**src/rtl/feedback_packer.sv**
```systemverilog
// Packs IN_WIDTH result beats into DATA_WIDTH words for the feedback C2H FIFO,
// counting words per result set and pulsing process_done after the last write.
module feedback_packer #(
  parameter int TCQ        = 1,
  parameter int DATA_WIDTH = 128,
  parameter int IN_WIDTH   = 32
) (
  input  logic                  user_clk,
  input  logic                  user_rst,
  input  logic [IN_WIDTH-1:0]   s_data,
  input  logic                  s_valid,
  input  logic                  s_last,
  output logic                  s_ready,
  input  logic                  fifo_full,
  output logic [DATA_WIDTH-1:0] din,
  output logic                  wr_en,
  output logic [31:0]           data_len,
  output logic                  process_done
);

  localparam int LANES = DATA_WIDTH / IN_WIDTH;
  localparam int CNT_W = (LANES > 1) ? $clog2(LANES) : 1;

  // TCQ is kept for drop-in parameter compatibility; registers carry no delay.
  if ((DATA_WIDTH % IN_WIDTH) != 0 || LANES < 1 || TCQ < 0) begin : g_param_check
    $error("feedback_packer: DATA_WIDTH must be a positive multiple of IN_WIDTH");
  end

  typedef enum logic [1:0] {IDLE, PACK, DONE} state_t;

  state_t                  state_q, state_d;
  logic [CNT_W-1:0]        lane_cnt_q, lane_cnt_d;
  logic [DATA_WIDTH-1:0]   buf_q, buf_d;
  logic [DATA_WIDTH-1:0]   din_q, din_d;
  logic                    wr_en_q, wr_en_d;
  logic [31:0]             len_q, len_d;
  logic                    pd_q, pd_d;
  logic                    first_q, first_d;
  logic                    accept;
  logic                    lane_last;
  logic [DATA_WIDTH-1:0]   word;

  assign accept    = s_valid && s_ready;
  assign lane_last = (lane_cnt_q == CNT_W'(LANES - 1));

  always_ff @(posedge user_clk or posedge user_rst) begin
    if (user_rst) begin
      state_q <= IDLE;
    end else begin
      state_q <= state_d;
    end
  end

  always_comb begin
    state_d = state_q;
    unique case (state_q)
      IDLE, PACK: begin
        if (accept) begin
          if (s_last)         state_d = DONE;
          else if (lane_last) state_d = IDLE;
          else                state_d = PACK;
        end
      end
      DONE:    state_d = IDLE;
      default: state_d = IDLE;
    endcase
  end

  always_comb begin
    s_ready = ((state_q == IDLE) || (state_q == PACK)) && !fifo_full;
  end

  // Buffer is cleared after every write so unfilled lanes of a short word are zero.
  always_comb begin
    lane_cnt_d = lane_cnt_q;
    buf_d      = buf_q;
    din_d      = din_q;
    wr_en_d    = 1'b0;
    len_d      = len_q;
    pd_d       = (state_q == DONE);
    first_d    = first_q;
    word       = buf_q;
    for (int unsigned i = 0; i < LANES; i++) begin
      if (lane_cnt_q == CNT_W'(i)) word[i*IN_WIDTH +: IN_WIDTH] = s_data;
    end
    if (accept) begin
      if (s_last || lane_last) begin
        din_d      = word;
        wr_en_d    = 1'b1;
        len_d      = first_q ? 32'd1 : len_q + 32'd1;
        first_d    = s_last;
        buf_d      = '0;
        lane_cnt_d = '0;
      end else begin
        buf_d      = word;
        lane_cnt_d = lane_cnt_q + CNT_W'(1);
      end
    end
  end

  always_ff @(posedge user_clk or posedge user_rst) begin
    if (user_rst) begin
      lane_cnt_q <= '0;
      buf_q      <= '0;
      din_q      <= '0;
      wr_en_q    <= 1'b0;
      len_q      <= '0;
      pd_q       <= 1'b0;
      first_q    <= 1'b1;
    end else begin
      lane_cnt_q <= lane_cnt_d;
      buf_q      <= buf_d;
      din_q      <= din_d;
      wr_en_q    <= wr_en_d;
      len_q      <= len_d;
      pd_q       <= pd_d;
      first_q    <= first_d;
    end
  end

  assign din          = din_q;
  assign wr_en        = wr_en_q;
  assign data_len     = len_q;
  assign process_done = pd_q;

endmodule
```
**config.mk**
```make
export PLATFORM = sky130hd
export DESIGN_NAME = feedback_packer
export DESIGN_NICKNAME = d
export VERILOG_FILES = /design/src/rtl/feedback_packer.sv
export SDC_FILE = /design/constraint.sdc
export NUM_CORES = 1
export LEC_CHECK = 0
export BUFFER_PORTS_ARGS = -buffer_cell sky130_fd_sc_hd__buf_4
export CAP_MARGIN = 40
export CORE_ASPECT_RATIO = 0.75
export CORE_MARGIN = 4
export CORE_UTILIZATION = 44
export CTS_CLUSTER_SIZE = 16
export DETAILED_ROUTE_END_ITERATION = 10
export GPL_ROUTABILITY_DRIVEN = 0
export HOLD_SLACK_MARGIN = 0.06
export PLACE_DENSITY = 0.65
export SYNTH_ARGS = -nofsm -noshare
export SYNTH_HDL_FRONTEND = slang
export SYNTH_SLANG_ARGS = --single-unit
```
**constraint.sdc**
```tcl
create_clock -name user_clk -period 8.9 [get_ports user_clk]
set_input_delay 0.89 -clock user_clk [delete_from_list [all_inputs] [get_ports user_clk]]
set_output_delay 0.89 -clock user_clk [all_outputs]
set_load 0.01 [all_outputs]
```
**After elaboration in Yosys (flattened, before gate mapping)**

Cells that the tools add are included.

- Output and inout bits: 163
- Register bits: 295
- Logic and storage cells: 38

- Equality and inequality tests: 6
- Reductions and logical operators: 9
- Multiplexer cells: 13
- $add $sub $neg: 2

Operator list:

| operator | count |
|---|---|
| 32-bit two-way mux | 5 |
| 128-bit two-way mux | 1 |
| 32-bit by 1-bit adder with 32-bit output (second input constant) | 1 |
| 2-bit two-way mux | 4 |
| 2-bit equality test (second input constant) | 3 |
| 2-bit by 1-bit equality test with 1-bit output (second input constant) | 2 |
| 2-bit logical NOT | 2 |
| 1-bit two-way mux | 3 |
| 2-bit by 1-bit adder with 2-bit output (second input constant) | 1 |
| 1-bit logical AND | 2 |
| 1-bit logical OR | 2 |
| 2-bit inequality test (second input constant) | 1 |
| 2-bit AND reduction | 1 |
| 2-bit OR reduction | 1 |
| 1-bit logical NOT | 1 |

**Logic depth before layout (Yosys ltp)**

Gate-level depths: netlist of the first run.

- Depth in word-level cells: 6
- Mapped depth: 9
- Gate-level depth less buffers: 6

**Worst setup path after synthesis of the first run**

OpenSTA, ideal clock, no wires.

- Kind: input to register
- Start: input fifo_full
- End: register len_q[21] (netlist: data_len[21])
- Path slack: 6.214 ns
- Arrival time: 2.549 ns
- Stages on the path: 7
- Buffers on the path: 3
- Path through: or3b_1 > buf_6 > or4_4 > buf_6 > clkbuf_1 > o31ai_1 > a21oi_1

- Word-level cells in the longest chain between the ends: 4

RTL lines:

| item | RTL line | source |
|---|---|---|
| from (decl) | 14 | `input logic fifo_full,` |
| 1-bit logical NOT | 70 | `s_ready = ((state_q == IDLE) \|\| (state_q == PACK)) && !fifo_full;` |
| 1-bit logical AND | 70 |  |
| 1-bit logical AND | 43 | `assign accept = s_valid && s_ready;` |
| 2-bit AND reduction (no line) | - |  |
| to (signal assigned) | 115 | `len_q <= len_d;` |
| to (decl) | 36 | `logic [31:0] len_q, len_d;` |

No other way between the ends.
A chain may end at the register's enable or synchronous reset.

**Worst setup path in the final report of the first run**

- Start: register lane_cnt_q[0]
- End: register len_q[20] (netlist: data_len[20])

- Word-level cells in the longest chain between the ends: 3

RTL lines:

| item | RTL line | source |
|---|---|---|
| from (decl) | 32 | `logic [CNT_W-1:0] lane_cnt_q, lane_cnt_d;` |
| from (signal assigned) | 111 | `lane_cnt_q <= lane_cnt_d;` |
| 2-bit equality test | 44 | `assign lane_last = (lane_cnt_q == CNT_W'(LANES - 1));` |
| 1-bit logical OR | 87 | `if (s_last \|\| lane_last) begin` |
| 2-bit AND reduction (no line) | - |  |

No other way between the ends.

==> parameters.txt, run 1 <==
Parameter                              Value

Critical path
  Critical Path, Cell by Cell    ha_2 -> buf_4 -> o21ai_0 -> or3_1 -> or4b_2 -> a21oi_1
  Worst Setup End Kind    register
  Crit start category    register
  Class of the most critical setup path    reg -> reg
  Critical Path AT    3.65 ns
  Delay of the slowest critical-path stage    0.72 ns
  Worst EP required    9.39 ns
  Critical Path Slowest Stage Cell    sky130_fd_sc_hd__or4b_2
  Critical path peak fanout    34

Synth
  Most common cell in the netlist    sky130_fd_sc_hd__dfrtp_1
  Post-synthesis instance area    12,300 um2
  Post-synthesis async set-or-reset flop share    1.00
  Synth area leaders    sky130_fd_sc_hd__dfrtp_1 (60%), sky130_fd_sc_hd__mux2i_1 (11%), sky130_fd_sc_hd__a22o_1 (6.9%)
  Simple-gate area share of the yosys netlist    0.108
  Number of standard cells after synthesis    1,073
  Post-synthesis sequential element count    295
  Adder and majority gate portion of the synthesized area    0.00510
  Flip-flop cell with the highest count after synthesis    sky130_fd_sc_hd__dfrtp_1
  Compound-cell area share of the yosys netlist    0.148
  Syn nets    1,115
  Commonest cells in the netlist    sky130_fd_sc_hd__dfrtp_1 (294), sky130_fd_sc_hd__nand2_1 (153), sky130_fd_sc_hd__o21ai_0 (143), sky130_fd_sc_hd__mux2i_1 (131), sky130_fd_sc_hd__a22o_1 (96)
  Register area share after synthesis    0.602
  Post-synth EDFFs    0
  Number of warnings printed during yosys synthesis    0
  Combinational family with the most area after synthesis    compound AO/OA/AOI/OAI gates
  Area share of xor/xnor cells in the synthesized design    0.00143
  Cell taking the most area after synthesis    sky130_fd_sc_hd__dfrtp_1
  Number of distinct library cells after synthesis    38
  Post-synth top area share    0.600
  Portion of netlist area occupied by mux cells    0.107
  Mean Syn Cell Area    11.4 um2

Floorplanning
  Die Span X    201 um
  Effective utilization at floorplan    0.451
  Die Y    153 um
  Count of standard-cell rows    52
  Top Ports    200
  Core area    27,200 um2
  Die outline area    30,600 um2

STA
  Tightest Pin Transition    0.910 ns
  Total of endpoints with negative setup slack in the final report    0
  Count of final max-slew check failures    0
  Final Hold Viols    0
  Slew Limit Headroom    0.393
  TNS Setup    0 ns
  Unrepaired setup endpoints after global routing    false
  Largest clock skew in the final design    0.0125 ns
  Post-route fraction of the period consumed by the critical path    0.355
  Upper clock frequency limit    0.316 GHz
  Min Clock Period, post-route    3.16 ns

Clock network
  Worst-skew pair later-pin latency    0.55 ns
  Clock tree buffer depth    3
  Hold buffer count at cts    0
  Post-CTS setup repair buffer count    0
  Number of clock sinks    295
  Total of cells resized after clock tree synthesis    0
  Clock slew at reported path FFs    0.07 ns
  TritonCTS clock tree    built
  Clock tree root buffer cell    sky130_fd_sc_hd__clkbuf_16
  H-tree depth    1
  CTS Buf Count    30

Drt
  Number of nets still failing antenna checks after routing    0
  Routed length on met1    15,700 um
  Pre-Repair DR Iteration Count    4
  Top sig layer    met4
  Vias per inst    5.55
  Count of vias placed by the detailed router    8,984
  Number of DRC markers after the initial detailed-route iteration    649
  Post-detailed-routing wire length    31,800 um
  WL/cell    19.6 um
  Remaining DRCs    0
  Wire length on met2    13,700 um
  Met3 wire length    1710 um

Finish
  N_diodes    0
  Layout overhead on the synthesized area    24.0%
  Final layout net count    1,286
  Fraction of layout cells with a size suffix above 1    0.226
  Post-Route Utilization    0.559
  Fillers    2,329

Global routing
  Largest net degree at the start of global routing    105
  Gr usage total    0.205
  First-pass GRT wire length    51,800 um
  Number of antenna violations at the first check in global routing    0
  Via count of the first global-routing pass    8,971
  Aggregate global routing overflow    0

Power
  Pleak    0.00720 uW
  IR Drop Worst-Case VDD    226 uV
  Power per cell area    249 nW/um2

Worst hold path
  Type of the worst min-delay path    in -> async

Run
  Number of maximum-capacitance violations    0

Placement
  PortBufs    199
  Half-perimeter wire length after placement    20,400 um

Outcome
  Run status    finished, final reports clean
## area by class of cell
| class | instances | area [um2] | area share |
|---|---|---|---|
| repair buffers | 217 | 1740 | 0.115 |
| inverters | 9 | 37.5 | 0.00247 |
| clock buffers | 41 | 873 | 0.0575 |
| flip-flops and latches | 295 | 7380 | 0.486 |
| multi-input cells | 691 | 4590 | 0.302 |
| well taps | 351 | 439 | 0.0289 |
| clock inverters | 14 | 134 | 0.00881 |
## stage by stage
step	worst slack, ns	instance area (um2)	cells	hold WS [ns]	power [uW]
finish	5.74	15200	1618	0.416	3780
CTS	5.74	15200	1618	0.409	3830
global route	5.54	15200	1618	0.450	3980
detailed placement	5.63	14200	1563	0.420	2540
global placement	5.14	14000	1556	0.408	2510
floorplan	4.09	12300	1073	0.403	2120
## worst paths after layout
kind	from	to	slack [ns]	cells after the start
max in group asynchronous	user_rst	din[125]	6.93	6
hold / removal	user_rst	din[99]	0.42	2
min in group user_clk	state_q[0]	process_done	0.43	1
setup reg to reg	lane_cnt_q[0]	data_len[20]	5.74	6
hold reg to reg	state_q[0]	process_done	0.43	1
setup / recovery	lane_cnt_q[0]	data_len[20]	5.74	6
## report_power, final
group | switching [uW] | total (uW) | internal [uW]
combinational | 420 | 804 | 384
sequential | 155 | 1700 | 1550
clock | 529 | 1270 | 744
## registers in the layout, summed over array words and instances, names as in the netlist
name / cells
buf_q: 128
din: 128
data_len: 32
lane_cnt_q: 2
state_q: 2
first_q: 1
process_done: 1
wr_en: 1
## worst max-delay path: cells and delay by family, from the launching register on
family	cells	cell delay (ns)
AOI/OAI and AO/OA	2	0.48
adders and majority gates	1	0.21
buffers and inverters	1	0.57
DFF	1	0.42
and+or+nand+nor	2	1.41
## layer usage
metal	vias to the layer above	global-route usage
li1	4193	-
met3	42	0.0423
met2	210	0.301
met5	-	0
met1	4539	0.317
met4	0	0.0429
## cell usage in the layout, fill, tap and decap left out, drive strengths merged
cell type	synthesis	routed
clkinv	0	11
clkinvlp	0	2
ha	5	5
or3b	1	1
and4	8	8
or4	15	15
or3	8	8
o21ai	146	146
o21a	3	3
or2	3	3
nor3	2	2
nor3b	1	1
buf	5	217
and3	5	5
xnor2	2	2
bufinv	0	2
nand2	153	153
dfrtp	294	294
nand4	8	8
nand2b	3	3
nand3	12	12
nand3b	1	1
a21oi	24	24
dfstp	1	1
nor4	7	7
and2	33	33
inv	9	8
clkbuf	73	41
o22ai	1	1
a21o	1	1
nor2b	1	1
mux2i	131	131
o41ai	1	1
o31ai	11	11
or4b	1	1
nor2	8	8
a22o	96	96
## cells by family (layout without fill, tap and decap cells)
family / after synthesis / count (layout)
flip-flops: 295 / 295
AO/OA/AOI/OAI: 283 / 283
AND/OR/NAND/NOR: 270 / 270
multiplexers: 131 / 131
buffers and inverters: 87 / 281
adder cells (fa/ha/maj): 5 / 5
XOR/XNOR: 2 / 2
Power figures use the tool's default switching activity.
==> run 2: changes to the inputs <==
- ABC_AREA: not set -> 1
- PLACE_DENSITY: 0.65 -> 0.62
- clock period: 8.9 -> 3 ns (I/O delays scaled with it)
==> run 2 against run 1 <==
Compared with the run above:
- area after synthesis increased by 6.4%
- sequential power increased to 3.0 times the previous value
- clock power increased to 3.0 times the previous value
- clock skew increased by 0.0094 ns
- critical path depth increased by 1
- routed wire length increased by 9.4%
- first-iteration DRC count increased by 21%
- sequential share of layout area decreased by 2.1 points
- critical endpoint is now din[34]
- highest routed layer unchanged
==> parameters.txt, run 2 <==
Parameter                              Value

Synth
  Syn nets    1,643 (+47%)
  Cell taking the most area after synthesis    sky130_fd_sc_hd__dfrtp_1
  Post-synth top area share    0.564 (-0.0360)
  Register area share after synthesis    0.566 (-0.0361)
  Commonest cells in the netlist    sky130_fd_sc_hd__nand2_1 (558), sky130_fd_sc_hd__dfrtp_1 (294), sky130_fd_sc_hd__inv_1 (194), sky130_fd_sc_hd__o21ai_0 (192), sky130_fd_sc_hd__nor2_1 (138)
  Post-synth EDFFs    0 (unchanged)
  Mean Syn Cell Area    8.14 um2 (-29%)
  Post-synthesis async set-or-reset flop share    1.00 (unchanged)
  Number of warnings printed during yosys synthesis    0 (unchanged)
  Post-synthesis instance area    13,000 um2 (+6.4%)
  Number of standard cells after synthesis    1,601 (+49%)
  Number of distinct library cells after synthesis    33 (-13%)
  Flip-flop cell with the highest count after synthesis    sky130_fd_sc_hd__dfrtp_1
  Synth area leaders    sky130_fd_sc_hd__dfrtp_1 (56%), sky130_fd_sc_hd__nand2_1 (16%), sky130_fd_sc_hd__o21ai_0 (7.4%)
  Most common cell in the netlist    sky130_fd_sc_hd__nand2_1
  Post-synthesis sequential element count    295 (unchanged)

Finish
  Layout overhead on the synthesized area    21.9%
  Final layout net count    1,813 (+41%)
  Post-Route Utilization    0.546 (-0.0130)
  Most used cells in the layout excluding fill and tap cells    sky130_fd_sc_hd__nand2_1 (558), sky130_fd_sc_hd__dfrtp_1 (294), sky130_fd_sc_hd__buf_4 (213)
  Most frequent standard cell in the layout excluding fill and tap cells    sky130_fd_sc_hd__nand2_1
  N_diodes    0 (unchanged)
  FF/Latch Area    7380 um2 (unchanged)
  Post-route standard cell area excluding fillers    15,900 um2 (+4.6%)
  Fillers    2,751 (+18%)
  Fraction of layout cells with a size suffix above 1    0.161 (-0.0652)
  Area taken by multi-input logic gates    4540 um2 (-1.1%)

STA
  Final Hold Viols    0 (unchanged)
  TNS Setup    0 ns (unchanged)
  Setup slack after layout    0.903 ns (-4.83 ns)
  Min Clock Period, post-route    2.10 ns (-1.07 ns)
  Tightest Pin Transition    0.807 ns (-0.103 ns)
  Unrepaired setup endpoints after global routing    false
  Count of final max-slew check failures    0 (unchanged)
  Post-route fraction of the period consumed by the critical path    0.699 (+0.344)
  Slew Limit Headroom    0.461 (+0.0679)
  Upper clock frequency limit    0.477 GHz (+51%)
  Largest clock skew in the final design    0.0218 ns (+0.00938 ns)
  Total of endpoints with negative setup slack in the final report    0 (unchanged)

Clock network
  Clock tree root buffer cell    sky130_fd_sc_hd__clkbuf_16
  Total of cells resized after clock tree synthesis    0 (unchanged)
  Number of clock sinks    295 (unchanged)
  Clock slew at reported path FFs    0.06 ns (about the same)
  H-tree depth    1 (unchanged)
  Clock tree buffer depth    3 (unchanged)
  TritonCTS clock tree    built
  CTS Buf Count    30 (unchanged)
  Worst-skew pair later-pin latency    0.56 ns (about the same)

Placement
  PortBufs    199 (unchanged)
  Standard cell area after detailed placement    14,900 um2 (+4.7%)
  Post-Place Setup Slack    0.884 ns (-4.74 ns)
  Half-perimeter wire length after placement    23,600 um (+16%)

Drt
  Vias per inst    4.92 (-11%)
  Pre-Repair DR Iteration Count    5 (+1)
  WL/cell    15.9 um (-19%)
  Count of vias placed by the detailed router    10.8k (+20%)
  Remaining DRCs    0 (unchanged)
  Number of nets still failing antenna checks after routing    0 (unchanged)
  Number of DRC markers after the initial detailed-route iteration    785 (+21%)
  Post-detailed-routing wire length    34,800 um (+9.4%)

Critical path
  Flop2flop setup slack    0.90 ns (-4.83 ns)
  Critical path peak fanout    42 (+24%)
  Critical Path, Cell by Cell    ha_1 -> buf_4 -> nor2_2 -> nor2_8 -> buf_4 -> nand2_1 -> nand2_1
  Delay of the slowest critical-path stage    0.47 ns (-0.25 ns)
  Worst Setup End Kind    register
  Critical Path Slowest Stage Cell    sky130_fd_sc_hd__buf_4
  Class of the most critical setup path    reg -> reg
  Timing startpoint of the critical path    lane_cnt_q[0]
  Crit start category    register
  Worst EP required    3.48 ns (-5.91 ns)
  Critical Path AT    2.58 ns (-1.07 ns)
  Reg2Reg Launch Point    lane_cnt_q[0]

Floorplanning
  Top Ports    200 (unchanged)
  Die Span X    207 um (+3.0%)
  Die Y    157 um (+3.0%)
  Core area    29,100 um2 (+7.1%)
  Count of standard-cell rows    54 (+3.8%)
  Die outline area    32,500 um2 (+6.1%)
  Effective utilization at floorplan    0.448 (-0.00293)

Global routing
  Global routing met1 resource utilization    0.310 (-0.00680)
  Aggregate global routing overflow    0 (unchanged)
  Routing usage on met2    0.346 (+0.0448)
  Gr usage total    0.214 (+0.00911)
  Number of antenna violations at the first check in global routing    0 (unchanged)
  Largest net degree at the start of global routing    119 (+13%)
  Global-route met3 utilization    0.0315 (-0.0108)
  Layer carrying the most global-route usage    met2
  First-pass GRT wire length    56,400 um (+8.9%)
  Via count of the first global-routing pass    10.5k (+17%)

Power
  Power per cell area    727 nW/um2 (+190%)
  Pleak    0.00812 uW (+13%)
  IR Drop Worst-Case VDD    423 uV (+87%)

Run
  Number of maximum-capacitance violations    0 (unchanged)

Outcome
  Run status    finished, final reports clean

Worst hold path
  Startpoint of the lowest-slack hold path    s_data[22]
  Type of the worst min-delay path    in -> reg
-- run 2: cell count changes after synthesis, moves of 36 or more --
cell,previous run,this run
sky130_fd_sc_hd__nor2_1,8,138
sky130_fd_sc_hd__clkbuf_1,73,37
sky130_fd_sc_hd__mux2i_1,131,0
sky130_fd_sc_hd__inv_1,9,194
sky130_fd_sc_hd__nand2_1,153,558
sky130_fd_sc_hd__buf_2,0,36
sky130_fd_sc_hd__a22o_1,96,0
sky130_fd_sc_hd__o21ai_0,143,192
-- run 2: worst max-delay path: cells and delay by family (launching register included) --
family	cells	cell delay [ns]
and+or+nand+nor	4	0.58
buffers and inverters	2	0.87
adders and majority gates	1	0.19
DFF	1	0.38
-- run 2: timing repair --
item / CTS / global route
hold endpoints to repair: 14 / 0
buffers inserted: 0 / 0
hold buffers: 2 / 0
-- run 2: power breakdown --
group	total [uW]	internal, uW	switching, uW
combinational	2620	1090	1530
clock	3850	2290	1550
sequential	5100	4660	436
-- run 2: final timing paths --
kind,end,cells after the start
max,din[34],7
min reg2reg,process_done,1
max in group asynchronous,buf_q[88],4
min in group asynchronous,buf_q[72],3
min,din[118],3
max reg2reg,din[34],7
-- run 2: per-stage QoR --
stage          hold WS, ns  instances  total power [uW]
3_3_place_gp         0.340       2129              7760
5_1_grt             0.0958       2186             12200
3_5_place_dp         0.343       2129              7820
6_report            0.0918       2186             11600
2_1_floorplan        0.402       1601              6500
4_1_cts             0.0695       2186             11700
-- run 2: metal layers --
| layer | vias up | wire length, um |
|---|---|---|
| met4 | 0 | 742 |
| met2 | 253 | 16200 |
| met5 | - | 0 |
| met1 | 5146 | 16000 |
| met3 | 48 | 1910 |
| li1 | 5309 | - |
-- run 2: area by class of cell --
type	instances	area share
Multi-Input combinational cell	1026	0.286
Sequential cell	295	0.464
Clock inverter	10	0.00811
Inverter	198	0.0470
Clock buffer	45	0.0559
Timing Repair Buffer	220	0.108
Tap cell	392	0.0309
-- run 2: logic make-up after synthesis --
group	Yosys count	synth area share
flip-flops	295	0.566
adder cells (fa/ha/maj)	5	0.00480
AND/OR/NAND/NOR	748	0.228
XOR/XNOR	1	0.000672
buffers and inverters	280	0.0861
AO/OA/AOI/OAI	272	0.114
==> run 3: changes to the inputs <==
- ABC_AREA: 1 -> 0
- PLACE_DENSITY: 0.62 -> 0.65
- clock period: 3 -> 1.7 ns (I/O delays scaled with it)
==> run 3 against run 2 <==
Compared with the run above:
- worst setup slack lost 1.3 ns
- via count is 1.9% lower
- worst hold slack improved by 0.038 ns
- sequential power rose by 76%
- maximum frequency is 0.52% lower
- the run now ends with negative setup slack left
- largest power group unchanged
- final cell count decreased by 16%
==> parameters.txt, run 3 (synthesis gave the netlist of run 1 again) <==
Parameter                              Value

Outcome
  Run status    finished, violations left
  Failing checks    negative setup slack

Drt
  Number of DRC markers after the initial detailed-route iteration    651 (-17%)
  Vias per inst    5.72 (+16%)
  Remaining DRCs    0 (unchanged)
  WL/cell    22.4 um (+40%)
  Post-detailed-routing wire length    41,200 um (+19%)
  Pre-Repair DR Iteration Count    5 (unchanged)
  Number of nets still failing antenna checks after routing    0 (unchanged)
  Count of vias placed by the detailed router    10.5k (-1.9%)

Clock network
  CTS Buf Count    29 (-3.3%)
  Clock slew at reported path FFs    0.06 ns (about the same)
  TritonCTS clock tree    built
  Clock tree root buffer cell    sky130_fd_sc_hd__clkbuf_16
  Number of clock sinks    295 (unchanged)
  H-tree depth    1 (unchanged)
  Worst-skew pair later-pin latency    0.54 ns (-0.02 ns)
  Clock tree buffer depth    3 (unchanged)

STA
  Largest clock skew in the final design    0.00750 ns (-0.0143 ns)
  TNS Setup    -46.26 ns (-46.26 ns)
  Min Hold Slack    0.129 ns (+0.0376 ns)
  Upper clock frequency limit    0.474 GHz (-0.52%)
  Count of final max-slew check failures    0 (unchanged)
  Slew Limit Headroom    0.665 (+0.204)
  Tightest Pin Transition    0.498 ns (-0.309 ns)
  Unrepaired setup endpoints after global routing    true
  Total of endpoints with negative setup slack in the final report    290 (+290)
  Post-route fraction of the period consumed by the critical path    1.24 (+0.541)
  Min Clock Period, post-route    2.11 ns (+0.0110 ns)
  Final Hold Viols    0 (unchanged)
  Setup slack after layout    -0.408 ns (-1.31 ns)

Critical path
  Worst EP required    2.17 ns (-1.31 ns)
  Flop2flop setup slack    -0.41 ns (-1.31 ns)
  Class of the most critical setup path    reg -> reg
  Crit start category    register
  Critical path peak fanout    7 (-83%)
  Worst Setup End Kind    register
  Critical Path AT    2.58 ns (about the same)

Finish
  Fillers    1,825 (-34%)
  Most frequent standard cell in the layout excluding fill and tap cells    sky130_fd_sc_hd__dfrtp_1
  FF/Latch Area    7380 um2 (unchanged)
  Final layout net count    1,513 (-17%)
  Most used cells in the layout excluding fill and tap cells    sky130_fd_sc_hd__dfrtp_1 (294), sky130_fd_sc_hd__buf_4 (262), sky130_fd_sc_hd__mux2i_1 (131)
  Fraction of layout cells with a size suffix above 1    0.441 (+0.280)
  Layout overhead on the synthesized area    59.9%
  N_diodes    0 (unchanged)
  Area taken by multi-input logic gates    5460 um2 (+20%)
  Post-Route Utilization    0.721 (+0.175)

Global routing
  Number of antenna violations at the first check in global routing    0 (unchanged)
  Via count of the first global-routing pass    11.0k (+5.3%)
  Aggregate global routing overflow    0 (unchanged)
  Gr usage total    0.261 (+0.0466)
  First-pass GRT wire length    65,000 um (+15%)
  Largest net degree at the start of global routing    84 (-29%)

Floorplanning
  Top Ports    200 (unchanged)
  Core area    27,200 um2 (-6.6%)
  Die Y    153 um (-2.9%)
  Count of standard-cell rows    52 (-3.7%)
  Effective utilization at floorplan    0.451 (+0.00293)
  Die Span X    201 um (-2.9%)
  Die outline area    30,600 um2 (-5.7%)

Placement
  PortBufs    199 (unchanged)
  Half-perimeter wire length after placement    21,200 um (-10%)

Power
  Proportion of power drawn by flip-flops and latches    0.407 (-0.034)
  Clk pwr share    0.307 (-0.026)
  IR Drop Worst-Case VDD    814 uV (+93%)
  Pleak    0.00924 uW (+14%)
  Share of power burned in combinational logic    0.286 (+0.059)
  Switching Fraction    0.302 (-0.00247)
  Pwr Total    22,000 uW (+91%)
  Power per cell area    1120 nW/um2 (+55%)
  Internal    15,400 uW (+91%)
  Net Sw Power    6650 uW (+89%)

Run
  Number of maximum-capacitance violations    0 (unchanged)

Worst hold path
  Type of the worst min-delay path    in -> reg
[run 3: changes by cell type in the layout (fill, tap and decap cells not counted), moves of 32 or more]
cell                            previous run  this run
sky130_fd_sc_hd__o21ai_1                   7        58
sky130_fd_sc_hd__a22o_1                    0        96
sky130_fd_sc_hd__buf_12                    5        61
sky130_fd_sc_hd__nand2_2                   1        45
sky130_fd_sc_hd__o21ai_0                 192        28
sky130_fd_sc_hd__o21ai_2                   0        57
sky130_fd_sc_hd__inv_1                   193         7
sky130_fd_sc_hd__mux2i_1                   0       131
sky130_fd_sc_hd__buf_16                    0        40
sky130_fd_sc_hd__buf_4                   213       262
sky130_fd_sc_hd__nand2_1                 558        82
sky130_fd_sc_hd__dlygate4sd3_1             2        34
sky130_fd_sc_hd__nor2_1                  138         6
[run 3: area by class of cell]
class | count | area share
sequential | 295 | 0.377
timing repair buffer | 442 | 0.270
tap | 351 | 0.0224
clock buffer | 42 | 0.0426
clock inverter | 11 | 0.00792
inverter | 9 | 0.00230
multi-input combinational | 694 | 0.279
[run 3: per-layer routing]
| layer | part of all wire | GRT usage | wire [um] | vias to the layer above |
|---|---|---|---|---|
| met2 | 0.47 | 0.412 | 19300 | 360 |
| li1 | - | - | - | 4691 |
| met4 | 0.022 | 0.0511 | 906 | 0 |
| met1 | 0.45 | 0.389 | 18600 | 5438 |
| met3 | 0.059 | 0.0409 | 2420 | 58 |
| met5 | 0 | 0 | 0 | - |
[run 3: per-stage QoR]
step	instances	setup slack (ns)	cell area, um2
after floorplan	1073	-2.39	12600
after global placement	1640	-0.415	15000
after detailed placement	1640	-0.424	15000
after CTS	1836	-0.373	19200
after global routing	1844	-0.457	19600
final	1844	-0.408	19600
[run 3: worst max-delay path, cell delays in order, from the launching register on]
cell and delay, ns:
sky130_fd_sc_hd__dfrtp_1 0.38, sky130_fd_sc_hd__or3b_4 0.41, sky130_fd_sc_hd__or4_4 0.59, sky130_fd_sc_hd__or4_4 0.52
sky130_fd_sc_hd__a21oi_2 0.13
[run 3: power by group through the flow]
stage,Combinational (uW),Sequential (uW),Clock (uW)
3_3_place_gp,4700,8910,0
2_1_floorplan,2070,9120,0
4_1_cts,6070,8880,6830
3_5_place_dp,4780,8910,0
5_1_grt,6750,9080,7160
6_report,6310,8980,6760
[run 3: worst paths after layout]
kind                            start      endpoint  depth (start not counted)
setup / recovery           state_q[1]  data_len[21]                          4
hold / removal              fifo_full    state_q[0]                          5
setup reg to reg           state_q[1]  data_len[21]                          4
hold reg to reg            state_q[0]  process_done                          1
max in group asynchronous    user_rst      din[113]                          4
min in group asynchronous    user_rst      buf_q[6]                          3
[run 3: timing repair]
action                                  CTS  global route
endpoints found under the hold margin   437             0
hold buffers                             34             0
endpoints found under the setup margin  284           290
pin swaps                               129            32
gates cloned                             47             5
gates resized for setup                 369            94
setup buffers                            63            12
